**config.mk**
```make
export PLATFORM = sky130hd
export DESIGN_NAME = fifo_umbral_flat
export DESIGN_NICKNAME = d
export VERILOG_FILES = /design/src/rtl/fifo_umbral_if.sv /design/src/rtl/fifo_umbral.sv /design/src/flat_wrapper.sv
export SDC_FILE = /design/constraint.sdc
export NUM_CORES = 1
export LEC_CHECK = 0
export CORE_UTILIZATION = 50
export CTS_BUF_LIST = sky130_fd_sc_hd__clkbuf_4
export CTS_CLUSTER_SIZE = 20
export DETAILED_ROUTE_END_ITERATION = 12
export GPL_TIMING_DRIVEN = 0
export PLACE_DENSITY = 0.74
export SETUP_SLACK_MARGIN = 0.05
export SLEW_MARGIN = 0
export SYNTH_ARGS = -nofsm -noshare
export SYNTH_HDL_FRONTEND = slang
export SYNTH_SLANG_ARGS = --single-unit
```
**constraint.sdc**
```tcl
create_clock -name clk -period 2.7 [get_ports clk]
set_clock_uncertainty 0.1 [all_clocks]
set_input_delay 0.54 -clock clk [delete_from_list [all_inputs] [get_ports clk]]
set_output_delay 0.54 -clock clk [all_outputs]
set_load 0.02 [all_outputs]
```
**src/rtl/fifo_umbral_if.sv**
```systemverilog
// fifo_umbral_if
//   Bundles the handshake, threshold and status signals of one fifo_umbral
//   instance. Clock and reset stay outside the bundle as plain module ports.
//
//   master : the side that loads thresholds and issues push/pop requests
//            (flow-control FSM or a testbench).
//   slave  : the FIFO itself.
//
//   Signals
//     load_th      load af_th/ae_th into the FIFO threshold registers
//     af_th        almost-full threshold (0 selects DEPTH)
//     ae_th        almost-empty threshold
//     push/data_in write request and write data
//     pop          read request
//     data_out     registered read data, qualified by valid_out
//     empty/full/almost_full/almost_empty  occupancy status
//     error        overflow/underflow indication
interface fifo_umbral_if #(
    parameter int DATA_WIDTH = 6,
    parameter int ADDR_WIDTH = 2
);
    logic                  load_th;
    logic [ADDR_WIDTH-1:0] af_th;
    logic [ADDR_WIDTH-1:0] ae_th;
    logic                  push;
    logic [DATA_WIDTH-1:0] data_in;
    logic                  pop;
    logic [DATA_WIDTH-1:0] data_out;
    logic                  valid_out;
    logic                  empty;
    logic                  full;
    logic                  almost_full;
    logic                  almost_empty;
    logic                  error;

    modport master (
        output load_th, af_th, ae_th, push, data_in, pop,
        input  data_out, valid_out, empty, full, almost_full, almost_empty, error
    );

    modport slave (
        input  load_th, af_th, ae_th, push, data_in, pop,
        output data_out, valid_out, empty, full, almost_full, almost_empty, error
    );
endinterface

```
**src/rtl/fifo_umbral.sv**
```systemverilog
// fifo_umbral
//   Synchronous FIFO with programmable almost-full / almost-empty thresholds.
//   Thresholds come from the flow-control FSM (latched by it during INIT);
//   the empty and error bits feed that FSM's aggregated status buses.
//
//   Ports
//     clk    rising-edge clock
//     reset  asynchronous, active-high reset
//     bus    fifo_umbral_if.slave: load_th, af_th, ae_th, push, data_in, pop
//            in; data_out, valid_out, empty, full, almost_full,
//            almost_empty, error out
//
//   Parameters
//     DATA_WIDTH  stored word width
//     ADDR_WIDTH  pointer width, DEPTH = 2**ADDR_WIDTH
//     AF_DEFAULT  almost-full threshold after reset (0 selects DEPTH)
//     AE_DEFAULT  almost-empty threshold after reset
//
//   Build option
//     FIFO_ERROR_STICKY_EN  when defined, error stays set until reset;
//                           otherwise it is a one-cycle pulse per rejection.
module fifo_umbral #(
    parameter int DATA_WIDTH = 6,
    parameter int ADDR_WIDTH = 2,
    parameter int AF_DEFAULT = 3,
    parameter int AE_DEFAULT = 1
) (
    input  logic          clk,
    input  logic          reset,
    fifo_umbral_if.slave  bus
);

    localparam int DEPTH = 2 ** ADDR_WIDTH;
    // DEPTH expressed in the count width (count spans 0..DEPTH).
    localparam logic [ADDR_WIDTH:0] DEPTH_C = {1'b1, {ADDR_WIDTH{1'b0}}};

    logic [DATA_WIDTH-1:0] mem [DEPTH];

    logic [ADDR_WIDTH-1:0] wr_ptr;
    logic [ADDR_WIDTH-1:0] rd_ptr;
    logic [ADDR_WIDTH:0]   count;
    logic [DATA_WIDTH-1:0] data_out_r;
    logic                  valid_out_r;
    logic                  error_r;
    logic [ADDR_WIDTH-1:0] af_th_r;
    logic [ADDR_WIDTH-1:0] ae_th_r;

    logic                  empty_c;
    logic                  full_c;
    logic [ADDR_WIDTH:0]   af_eff;
    logic                  pop_acc;
    logic                  push_acc;
    logic                  reject;
    logic                  error_nxt;

    // Status is derived purely from registered count and thresholds.
    always_comb begin
        empty_c = (count == '0);
        full_c  = (count == DEPTH_C);
        // A zero almost-full threshold means "use DEPTH", so almost_full
        // then coincides with full.
        af_eff  = (af_th_r == '0) ? DEPTH_C : {1'b0, af_th_r};
    end

    // A pop frees a slot in the same cycle, so a push into a full FIFO is
    // still accepted when paired with a pop. There is no bypass for the
    // empty case: the pop is rejected and the pushed word is read later.
    always_comb begin
        pop_acc  = bus.pop && !empty_c;
        push_acc = bus.push && (!full_c || pop_acc);
        reject   = (bus.push && !push_acc) || (bus.pop && !pop_acc);
    end

    always_comb begin
`ifdef FIFO_ERROR_STICKY_EN
        error_nxt = error_r || reject;
`else
        error_nxt = reject;
`endif
    end

    // Storage array carries no reset; stale words are unreachable once the
    // pointers and count are cleared.
    always_ff @(posedge clk) begin
        if (push_acc) begin
            mem[wr_ptr] <= bus.data_in;
        end
    end

    always_ff @(posedge clk or posedge reset) begin
        if (reset) begin
            wr_ptr      <= '0;
            rd_ptr      <= '0;
            count       <= '0;
            data_out_r  <= '0;
            valid_out_r <= 1'b0;
            error_r     <= 1'b0;
            af_th_r     <= ADDR_WIDTH'(AF_DEFAULT);
            ae_th_r     <= ADDR_WIDTH'(AE_DEFAULT);
        end else begin
            if (bus.load_th) begin
                af_th_r <= bus.af_th;
                ae_th_r <= bus.ae_th;
            end

            if (push_acc) begin
                wr_ptr <= wr_ptr + 1'b1;
            end

            if (pop_acc) begin
                data_out_r  <= mem[rd_ptr];
                rd_ptr      <= rd_ptr + 1'b1;
                valid_out_r <= 1'b1;
            end else begin
                valid_out_r <= 1'b0;
            end

            case ({push_acc, pop_acc})
                2'b10:   count <= count + 1'b1;
                2'b01:   count <= count - 1'b1;
                default: count <= count;
            endcase

            error_r <= error_nxt;
        end
    end

    assign bus.data_out     = data_out_r;
    assign bus.valid_out    = valid_out_r;
    assign bus.empty        = empty_c;
    assign bus.full         = full_c;
    assign bus.almost_full  = (count >= af_eff);
    assign bus.almost_empty = (count <= {1'b0, ae_th_r});
    assign bus.error        = error_r;

endmodule

```
**src/flat_wrapper.sv**
```systemverilog
// flat-port wrapper written by rule: the top's interface ports become plain ports
module fifo_umbral_flat 
#(
    parameter int DATA_WIDTH = 6,
    parameter int ADDR_WIDTH = 2,
    parameter int AF_DEFAULT = 3,
    parameter int AE_DEFAULT = 1
)
  (clk, reset, bus_load_th, bus_af_th, bus_ae_th, bus_push, bus_data_in, bus_pop, bus_data_out, bus_valid_out, bus_empty, bus_full, bus_almost_full, bus_almost_empty, bus_error);
  fifo_umbral_if #(.DATA_WIDTH(DATA_WIDTH), .ADDR_WIDTH(ADDR_WIDTH)) bus_i ();
  input  logic clk;
  input  logic reset;
  input wire logic [$bits(bus_i.load_th)-1:0] bus_load_th;
  input wire logic [$bits(bus_i.af_th)-1:0] bus_af_th;
  input wire logic [$bits(bus_i.ae_th)-1:0] bus_ae_th;
  input wire logic [$bits(bus_i.push)-1:0] bus_push;
  input wire logic [$bits(bus_i.data_in)-1:0] bus_data_in;
  input wire logic [$bits(bus_i.pop)-1:0] bus_pop;
  output wire logic [$bits(bus_i.data_out)-1:0] bus_data_out;
  output wire logic [$bits(bus_i.valid_out)-1:0] bus_valid_out;
  output wire logic [$bits(bus_i.empty)-1:0] bus_empty;
  output wire logic [$bits(bus_i.full)-1:0] bus_full;
  output wire logic [$bits(bus_i.almost_full)-1:0] bus_almost_full;
  output wire logic [$bits(bus_i.almost_empty)-1:0] bus_almost_empty;
  output wire logic [$bits(bus_i.error)-1:0] bus_error;
  assign bus_i.load_th = bus_load_th;
  assign bus_i.af_th = bus_af_th;
  assign bus_i.ae_th = bus_ae_th;
  assign bus_i.push = bus_push;
  assign bus_i.data_in = bus_data_in;
  assign bus_i.pop = bus_pop;
  assign bus_data_out = bus_i.data_out;
  assign bus_valid_out = bus_i.valid_out;
  assign bus_empty = bus_i.empty;
  assign bus_full = bus_i.full;
  assign bus_almost_full = bus_i.almost_full;
  assign bus_almost_empty = bus_i.almost_empty;
  assign bus_error = bus_i.error;
  fifo_umbral #(.DATA_WIDTH(DATA_WIDTH), .ADDR_WIDTH(ADDR_WIDTH), .AF_DEFAULT(AF_DEFAULT), .AE_DEFAULT(AE_DEFAULT)) u_core (.clk(clk), .reset(reset), .bus(bus_i));
endmodule
```
==> results of run 1 <==
per-layer routing:
metal | routed length [microns] | up-vias
met5 | 0 | -
met4 | 46 | 0
met3 | 144 | 7
met2 | 1390 | 30
met1 | 1220 | 488
li1 | - | 499
power by group through the flow:
stage / sequential (uW) / combinational [uW] / clock (uW)
2_1_floorplan: 1050 / 556 / 0
3_3_place_gp: 996 / 893 / 0
3_5_place_dp: 1010 / 921 / 0
4_1_cts: 983 / 936 / 505
5_1_grt: 1000 / 1010 / 538
6_report: 981 / 917 / 494
registers in the layout, indices dropped and copies added (netlist names):
signal / count
u_core.ae_th_r: 2
u_core.bus.error: 1
u_core.bus.valid_out: 1
u_core.af_th_r: 2
u_core.wr_ptr: 2
u_core.bus.data_out: 6
u_core.rd_ptr: 2
u_core.count: 3
u_core.mem: 24
placed cells by master, fill, tap and decap left out, types with 2 or more instances in the layout:
cell type	instances
sky130_fd_sc_hd__dfrtp_1	16
sky130_fd_sc_hd__nor2_1	2
sky130_fd_sc_hd__xnor2_1	4
sky130_fd_sc_hd__a21o_1	3
sky130_fd_sc_hd__edfxtp_1	24
sky130_fd_sc_hd__and2_2	4
sky130_fd_sc_hd__clkbuf_4	6
sky130_fd_sc_hd__inv_1	11
sky130_fd_sc_hd__ha_1	9
sky130_fd_sc_hd__o21ai_0	2
sky130_fd_sc_hd__xor2_1	2
sky130_fd_sc_hd__mux4_2	6
sky130_fd_sc_hd__bufinv_16	2
sky130_fd_sc_hd__nand2_1	22
sky130_fd_sc_hd__a21oi_1	2
sky130_fd_sc_hd__dlygate4sd2_1	2
sky130_fd_sc_hd__clkdlybuf4s50_1	23
sky130_fd_sc_hd__mux2_2	2
sky130_fd_sc_hd__dfstp_2	3
kinds of logic after synthesis:
| group | after synthesis |
|---|---|
| and+or+nand+nor | 32 |
| buffers and inverters | 14 |
| DFF | 43 |
| xor gates and xnor gates | 6 |
| AOI/OAI and AO/OA | 9 |
| muxes | 10 |
| adders and majority gates | 11 |
final timing paths:
kind                                                 endpoint
setup / recovery                              bus_almost_full
hold / removal             u_core.bus.data_out[1]$_DFFE_PP0P_
setup reg to reg                  u_core.count[2]$_DFFE_PP0P_
hold reg to reg            u_core.bus.data_out[1]$_DFFE_PP0P_
max in group asynchronous         u_core.count[0]$_DFFE_PP0P_
min in group asynchronous  u_core.bus.data_out[0]$_DFFE_PP0P_
per-stage QoR:
stage                     utilization, %  area, sq um  hold WS, ps
after CTS                           66.2         2280          393
after floorplan                        -         1850          380
after detailed placement            63.0         2170          363
final                               66.3         2280          384
after global routing                66.3         2280          406
after global placement              63.0         2170          360
timing repair:
item	CTS	global route
gates resized for setup	2	2
hold buffers	0	0
cloned	0	0
pin swaps	0	1
setup endpoints to repair	2	2
setup buffers	1	0
tightest hold or removal path, delay by kind of cell (launching register included):
kind	cells	cell delay (ps)
AND/OR/NAND/NOR	2	100
flip-flops	1	360
layout make-up:
cell class | instances | area share [%]
buffer | 2 | 0.384
clock buffer | 6 | 1.97
clock inverter | 2 | 2.63
sequential | 43 | 52.5
multi-input combinational | 68 | 26.2
inverter | 12 | 1.97
timing repair buffer | 27 | 11.7
tap | 46 | 2.52
==> summary by stage, run 1 <==
Hold path
Counting instances, the worst hold path has a depth of 2. The type of the tightest min-delay check is flip-flop to flip-flop. The launch point of the worst hold path is u_core.bus.data_out[1]$_DFFE_PP0P_.

Synth
In this run, distinct cell masters in the synthesized netlist total 27. In the synthesized netlist, the number of instances is roughly 130. The multiplexer share of the synthesized area is 9.87%. After synthesis the netlist holds a flip-flop and latch count of between 40 and 50.

The post-synthesis area per instance is approximately 15 sq um. The synthesized net count is 151. Ranked by instance count, the synthesized netlist is headed by sky130_fd_sc_hd__edfxtp_1 (24), sky130_fd_sc_hd__nand2_1 (22), sky130_fd_sc_hd__dfrtp_1 (16).

For this run, asynchronously set or reset flops after synthesis account for between 40 and 50%. Summed over all instances, the cell type with the most area after synthesis is sky130_fd_sc_hd__edfxtp_1. The warning count from the yosys run is 0. The summed instance area of the synthesized netlist is between 0.0015 and 0.002 sq mm.

The XOR/XNOR share of the synthesized area is 2.84%. By area the synthesized netlist is led by sky130_fd_sc_hd__edfxtp_1 (39%), sky130_fd_sc_hd__dfrtp_1 (22%), sky130_fd_sc_hd__mux4_2 (7.3%), sky130_fd_sc_hd__ha_1 (6.8%), sky130_fd_sc_hd__nand2_1 (4.5%). The dominant cell by count in the synthesized netlist is sky130_fd_sc_hd__edfxtp_1. Summing the areas of all and, or, nand and nor instances in the mapped netlist gives 7.91% of the synthesized area.

The synthesized netlist devotes under 10% of its cell area to adder and majority cells. The sequential element share of the synthesized area is 64.8%. The largest family of logic cells by synthesized area is multiplexers. For this run, the leading register cell type out of synthesis is sky130_fd_sc_hd__edfxtp_1. The count of flip-flops with a built-in enable after synthesis is 24.

Summing the areas of all compound-gate instances in the mapped netlist gives under 10% of the synthesized area. The portion of synthesized cell area occupied by the leading cell type is 38.9%.

Setup path
The dominant delay contributor by cell family on the critical path is buffers and inverters. Traced cell by cell, the critical path runs through inv_1 > ha_1 > nand2b_1 > a21o_1 > a21o_1 > dlygate4sd2_1. The critical path contains buffers and inverters numbering 2 combined. The biggest fanout along the worst timing path is 3.

The most numerous cell type found on the critical path is sky130_fd_sc_hd__a21o_1. The instance count on the critical path is 6. The startpoint kind of the worst setup timing path is a flip-flop. On the worst path, the slowest cell contributes a delay of ~400 ps. The minimum setup slack among reg-to-reg paths is about 170 ps. For the worst setup path, the data required time is approximately 2100 ps. The start of the worst register-to-register path is u_core.count[0]$_DFFE_PP0P_. The worst setup path is captured at an output port. The number of cells traversed by the worst register-to-register path is 10. The timing startpoint of the critical path is u_core.count[0]$_DFFE_PP0P_.

The cell with the largest stage delay on the worst path is sky130_fd_sc_hd__dfrtp_1. The worst path arrival time is roughly 1900 ps. The critical path is of the flip-flop to output port type.

Clocking
The clock tree root buffer cell is sky130_fd_sc_hd__clkbuf_4. The clock net in this run drives a total of 43 sinks. TritonCTS built the clock tree. Counting the buffers created by CTS gives 5.

Clock latency on the worst-skew pair, taken at its later pin, is between 300 and 400 ps. The maximum level of the CTS H-tree is 2. Counting along the longest clock path gives a buffer depth of 2. The register clock-pin slew on the reported worst setup and hold paths is approximately 120 ps.

Drt
The first detailed-routing pass ran for 4 iterations. Summing over every cut layer, the via total after detailed routing is between 1000 and 1500. The detailed router finished its first iteration with 27 violations.

The detailed-route wire length is roughly 2800 microns. The detailed-route DRC error count is 0. The post-detailed-route wirelength per cell is ~14 microns. After detailed routing, the number of vias per cell comes to between 4 and 5. The count of nets left with antenna violations once routing finished came out at 0.

Place
Prior to clock tree synthesis, the placed netlist has a worst setup slack of -63.0 ps. The sum of net half-perimeters after detailed placement is between 2000 and 2500 microns. The last weighted congestion value of the routability-driven placer is 0.679. Buffers placed on the I/O ports in this run total 26. In this run, placement finished with an instance count of between 150 and 200.

Floorplan
The floorplan has 21 rows. The core region is approximately 0.0034 sq mm. The x dimension of the die is 62.8 microns.

The number of placed I/O pins is 27. The die covers 0.00395 sq mm. The initial standard-cell utilization of the core is a little over half. The die span in y is approximately 63 microns.

Timing
Setup repair after global routing left no endpoint under its margin. The slew at the pin closest to its max-slew limit is slightly below 700 ps. The worst path uses about 94% of the clock period.

The maximum clock rate is around 390 MHz. Once routing completed, OpenROAD measured the worst setup slack at approximately 160 ps. The aggregate negative setup slack is 0 ps. The count of final hold-check violations was 0.

After layout, the minimum clock period comes to between 2000 and 3000 ps. The number of setup violations in the final report is 0. The headroom to the max-slew limit is a little over half. The total count of max-transition violations in the final report is 0.

GRT
The met3 track demand over resource in global routing is under 10%. Entering global routing, the biggest net connects 20 pins. Summed over all layers, the global routing overflow is 0. The via count of the first global-routing pass is between 1000 and 1500. The met2 track utilization from global routing is between 20% and 30%.

The first global-routing pass estimated between 4000 and 5000 microns of wire. Global routing consumed, over all layers together, 17.0% of the routing resources. The initial antenna violation count is 0.

After global routing, the most crowded layer is met2. Global routing consumed, on the met1 layer, a little over a fifth of the routing resources.

Power
The internal power of the cells totals 1640 uW. The part of the total power dissipated in the clock network is around 21%. The reported net switching power is about 750 uW. The share of total power dissipated in sequential elements is 41.0%.

Combinational logic is responsible for between 30% and 40% of the overall power. The switching power share of the total is 31.5%. The power density of the placed cells is roughly 1000 mW/mm^2.

The design draws around 2400 uW. The worst vdd rail ir drop is about 0.00059 V. In this run the static leakage power is roughly 0.00097 uW.

Layout
The filler-free cell count of the finished design is between 200 and 250. The number of nets in the finished design is around 190. The number of antenna repair diodes is 0. The multi-input gate area in the final layout is 599 sq um. From synthesis to final layout, the design area changed by 23.4%.

Counting the fill cells in the layout gives around 270. The total area of sequential cells is 0.00120 sq mm. In the final layout, the share of cells above drive strength 1 is 19.4%.

Outcome
The flow ran to the end, and the final reports show no timing, DRC or antenna violations.

Job
Across the run, the number of max-cap violations was 0.
(Power assumes the default switching activity.)
==> inputs of run 2 (changes only) <==
GPL_ROUTABILITY_DRIVEN = 0   (was default)
PLACE_DENSITY = 0.84   (was 0.74)
==> summary by stage, run 2 (synthesis gave the netlist of run 1 again) <==
Timing
The count of final hold-check violations is 0 (unchanged). The post-route minimum period is 2550 ps (+14.1 ps). The slew at the pin closest to its max-slew limit is 731 ps (+47.8 ps). The worst path setup slack after routing is 147 ps (-14.1 ps). Setup repair after global routing left no endpoint under its margin.

The maximum clock rate is 392 MHz (-0.55%). The total count of max-transition violations in the final report is 0 (unchanged). The headroom to the max-slew limit is 51.2% (-3.2 points). The final period utilization was 94.5% (+0.52 points). The number of setup violations in the final report was 0 (unchanged).

Floorplan
The number of placed I/O pins is 27 (unchanged). The x dimension of the die is 62.8 microns (unchanged). The die area is 0.00395 sq mm (unchanged).

The die span in y came to 62.8 microns (unchanged). The initial standard-cell utilization of the core is 53.8% (unchanged). The area of the core region is 0.00344 sq mm (unchanged). The placement row count was 21 (unchanged).

Drt
The length of routed met3 wiring was 146 microns (+1.4%). The total via count in the routed design came to 1042 (+1.8%). The remaining antenna violation count after routing is 0 (unchanged). Signal routing reaches up to met4. The detailed-router iteration count before antenna repair is 4 (unchanged). The detailed router's first-iteration violation count came to 65 (+140%). The detailed-route wire length is 3110 microns (+11%). The average via count per standard cell is 5.06 (+1.8%). The amount of wire on met2 after detailed routing came to 1600 microns (+15%). The detailed-route DRC error count is 0 (unchanged). The post-detailed-route wirelength per cell is 15.1 microns (+11%).

The length of routed wiring on met1 was 1300 microns (+6.4%).

Setup path
Traced cell by cell, the critical path runs through ha_1 > nand2b_1 > a21o_1 > a21o_1 > dlygate4sd2_1. The startpoint identified for the worst register-to-register timing path is u_core.count[1]$_DFFE_PP0P_. The worst stage delay on the critical path is 570 ps (+170 ps). The kind of end point of the critical path is an output port.

The cell that appears most often on the critical path is sky130_fd_sc_hd__a21o_1. The timing startpoint of the critical path is u_core.af_th_r[0]$_DFFE_PP1P_. The required time at the worst-slack endpoint is 2060 ps (about the same). The slowest stage of the critical path is the sky130_fd_sc_hd__dfstp_2 cell. The startpoint kind of the worst setup timing path is a flip-flop.

The worst path arrival time is 1910 ps (about the same). The biggest fanout along the worst timing path was 3 (unchanged). The type of the setup path with the least slack is flip-flop to output port.

Layout
The number of nets in the finished design came to 185 (unchanged). The largest register by flop count is u_core.mem. The number of flip-flops under the largest register name is 24 (unchanged).

The top cell types in the final layout, fill and taps aside, are sky130_fd_sc_hd__edfxtp_1 (24), sky130_fd_sc_hd__clkdlybuf4s50_1 (23), sky130_fd_sc_hd__nand2_1 (22), sky130_fd_sc_hd__dfrtp_1 (15), sky130_fd_sc_hd__inv_1 (11). The most common cell after layout, fill and taps aside is sky130_fd_sc_hd__edfxtp_1. The share of post-route cells with drive strength above 1 is 19.4% (unchanged). The number of antenna repair diodes is 0 (unchanged). The filler cell count is 233 (-12%). From synthesis to final layout, the design area changed by 21.2%.

The final instance area was 0.00224 sq mm (-1.8%).

Outcome
The flow ran to the end, and the final reports show no timing, DRC or antenna violations.

Hold path
In this run the most critical hold path is launched from u_core.bus.data_out[0]$_DFFE_PP0P_. The tightest min-delay check is of the flip-flop to flip-flop type.

Power
The power density of the placed cells came to 993 mW/mm^2 (-5.2%). The share of power burned in registers is 44.6% (+3.6 points). The combinational share of power came to 41.6% (+3.3 points).

The part of the total power dissipated in the clock network is 13.8% (-6.9 points). The worst vdd rail ir drop is 0.000416 V (-29%). The total internal power is 1450 uW (-11%). The switching power share of the total came to 34.9% (+3.4 points).

The reported net switching power was 777 uW (+3.2%). The static power due to leakage is 0.000945 uW (-2.3%).

Clocking
The number of sinks driven by the clock tree is 43 (unchanged). The maximum level of the CTS H-tree is 2 (unchanged). The number of buffers on the longest clock path is 2 (unchanged). The clock latency of the later-clocked register in the worst-skew pair was 340 ps (about the same).

The register clock-pin slew on the reported worst setup and hold paths came to 120 ps (about the same). The clock tree root buffer cell is sky130_fd_sc_hd__clkbuf_4. TritonCTS built the clock tree. The number of buffers inserted during clock tree synthesis came to 5 (unchanged).

Place
The pre-CTS worst setup slack is -124 ps (-61.4 ps). The count of input and output buffers is 26 (unchanged). The sum of net half-perimeters after detailed placement is 2260 microns (+8.0%). The post-detailed-placement cell area is 0.00217 sq mm (unchanged).

GRT
The all-layer global routing usage is 19.0% (+2.0 points). The wire length of the first global-routing pass was 5410 microns (+11%). The via count of the first global-routing pass is 1139 (+7.5%). The total overflow reported by the global router is 0 (unchanged). The pin count of the biggest net entering global routing is 20 (unchanged).

The initial antenna violation count is 0 (unchanged).

Job
The number of maximum-capacitance violations is 0 (unchanged).
==> run 2: cell count changes in the layout (fill, tap and decap cells not counted) <==
cell and change:
sky130_fd_sc_hd__o31ai_4 +1, sky130_fd_sc_hd__dfrtp_2 +1, sky130_fd_sc_hd__clkinvlp_4 +1, sky130_fd_sc_hd__o31ai_2 -1, sky130_fd_sc_hd__clkinv_2 +1, sky130_fd_sc_hd__bufinv_16 -2
sky130_fd_sc_hd__ha_1 +1, sky130_fd_sc_hd__dfrtp_1 -1, sky130_fd_sc_hd__ha_2 -1
==> run 2: cell type report <==
cell class                 count  area (sq um)  area share (%)
sequential                    43          1200            53.5
multi-input combinational     68           606            27.0
timing repair buffer          27           268            11.9
tap                           46          57.6            2.57
clock buffer                   6          45.0            2.01
inverter                      12          45.0            2.01
clock inverter                 2          12.5           0.558
buffer                         2          8.76           0.390
==> run 2: timing repair <==
action	in CTS	in global routing
hold buffers	0	0
buffers inserted	1	0
endpoints found under the setup margin	2	3
gates resized for setup	2	3
==> run 2: path summary, 6_finish.rpt <==
kind	endpoint	slack, ps	cells after the start
worst max-delay path	bus_almost_full	150	5
worst min-delay path	u_core.bus.data_out[0]$_DFFE_PP0P_	390	2
worst max register to register	u_core.count[2]$_DFFE_PP0P_	210	9
worst min register to register	u_core.bus.data_out[0]$_DFFE_PP0P_	390	2
max in group asynchronous	u_core.count[2]$_DFFE_PP0P_	1490	2
min in group asynchronous	u_core.bus.data_out[5]$_DFFE_PP0P_	500	2
==> run 2: power by group through the flow <==
stage	clock (uW)	combinational (uW)	sequential, uW
4_1_cts	312	939	990
6_report	307	927	995
5_1_grt	340	1030	1020
3_3_place_gp	0	883	993
2_1_floorplan	0	556	1050
3_5_place_dp	0	932	1010
==> run 2: metal layers <==
metal | up-vias | global-route usage, %
met5 | - | 0
met4 | 0 | 9.59
met3 | 7 | 5.29
met2 | 26 | 31.7
met1 | 510 | 22.6
li1 | 499 | -
==> run 2: worst max-delay path: cells and delay by family, from the launching register on <==
kind / cells / cell delay, ps
flops: 1 / 570
simple gates: 1 / 140
fa+ha+maj: 1 / 230
compound gates: 2 / 330
buf+inv: 1 / 310
==> run 2: per-stage QoR <==
stage	utilization [%]	std cells	TNS, ps	power (uW)	hold WS (ps)
global route	65.2	206	0	2390	426
CTS	64.8	206	0	2240	393
finish	65.2	206	0	2230	395
global placement	63.0	197	0	1880	357
detailed placement	63.0	197	-124	1940	367
floorplan	-	125	0	1600	380
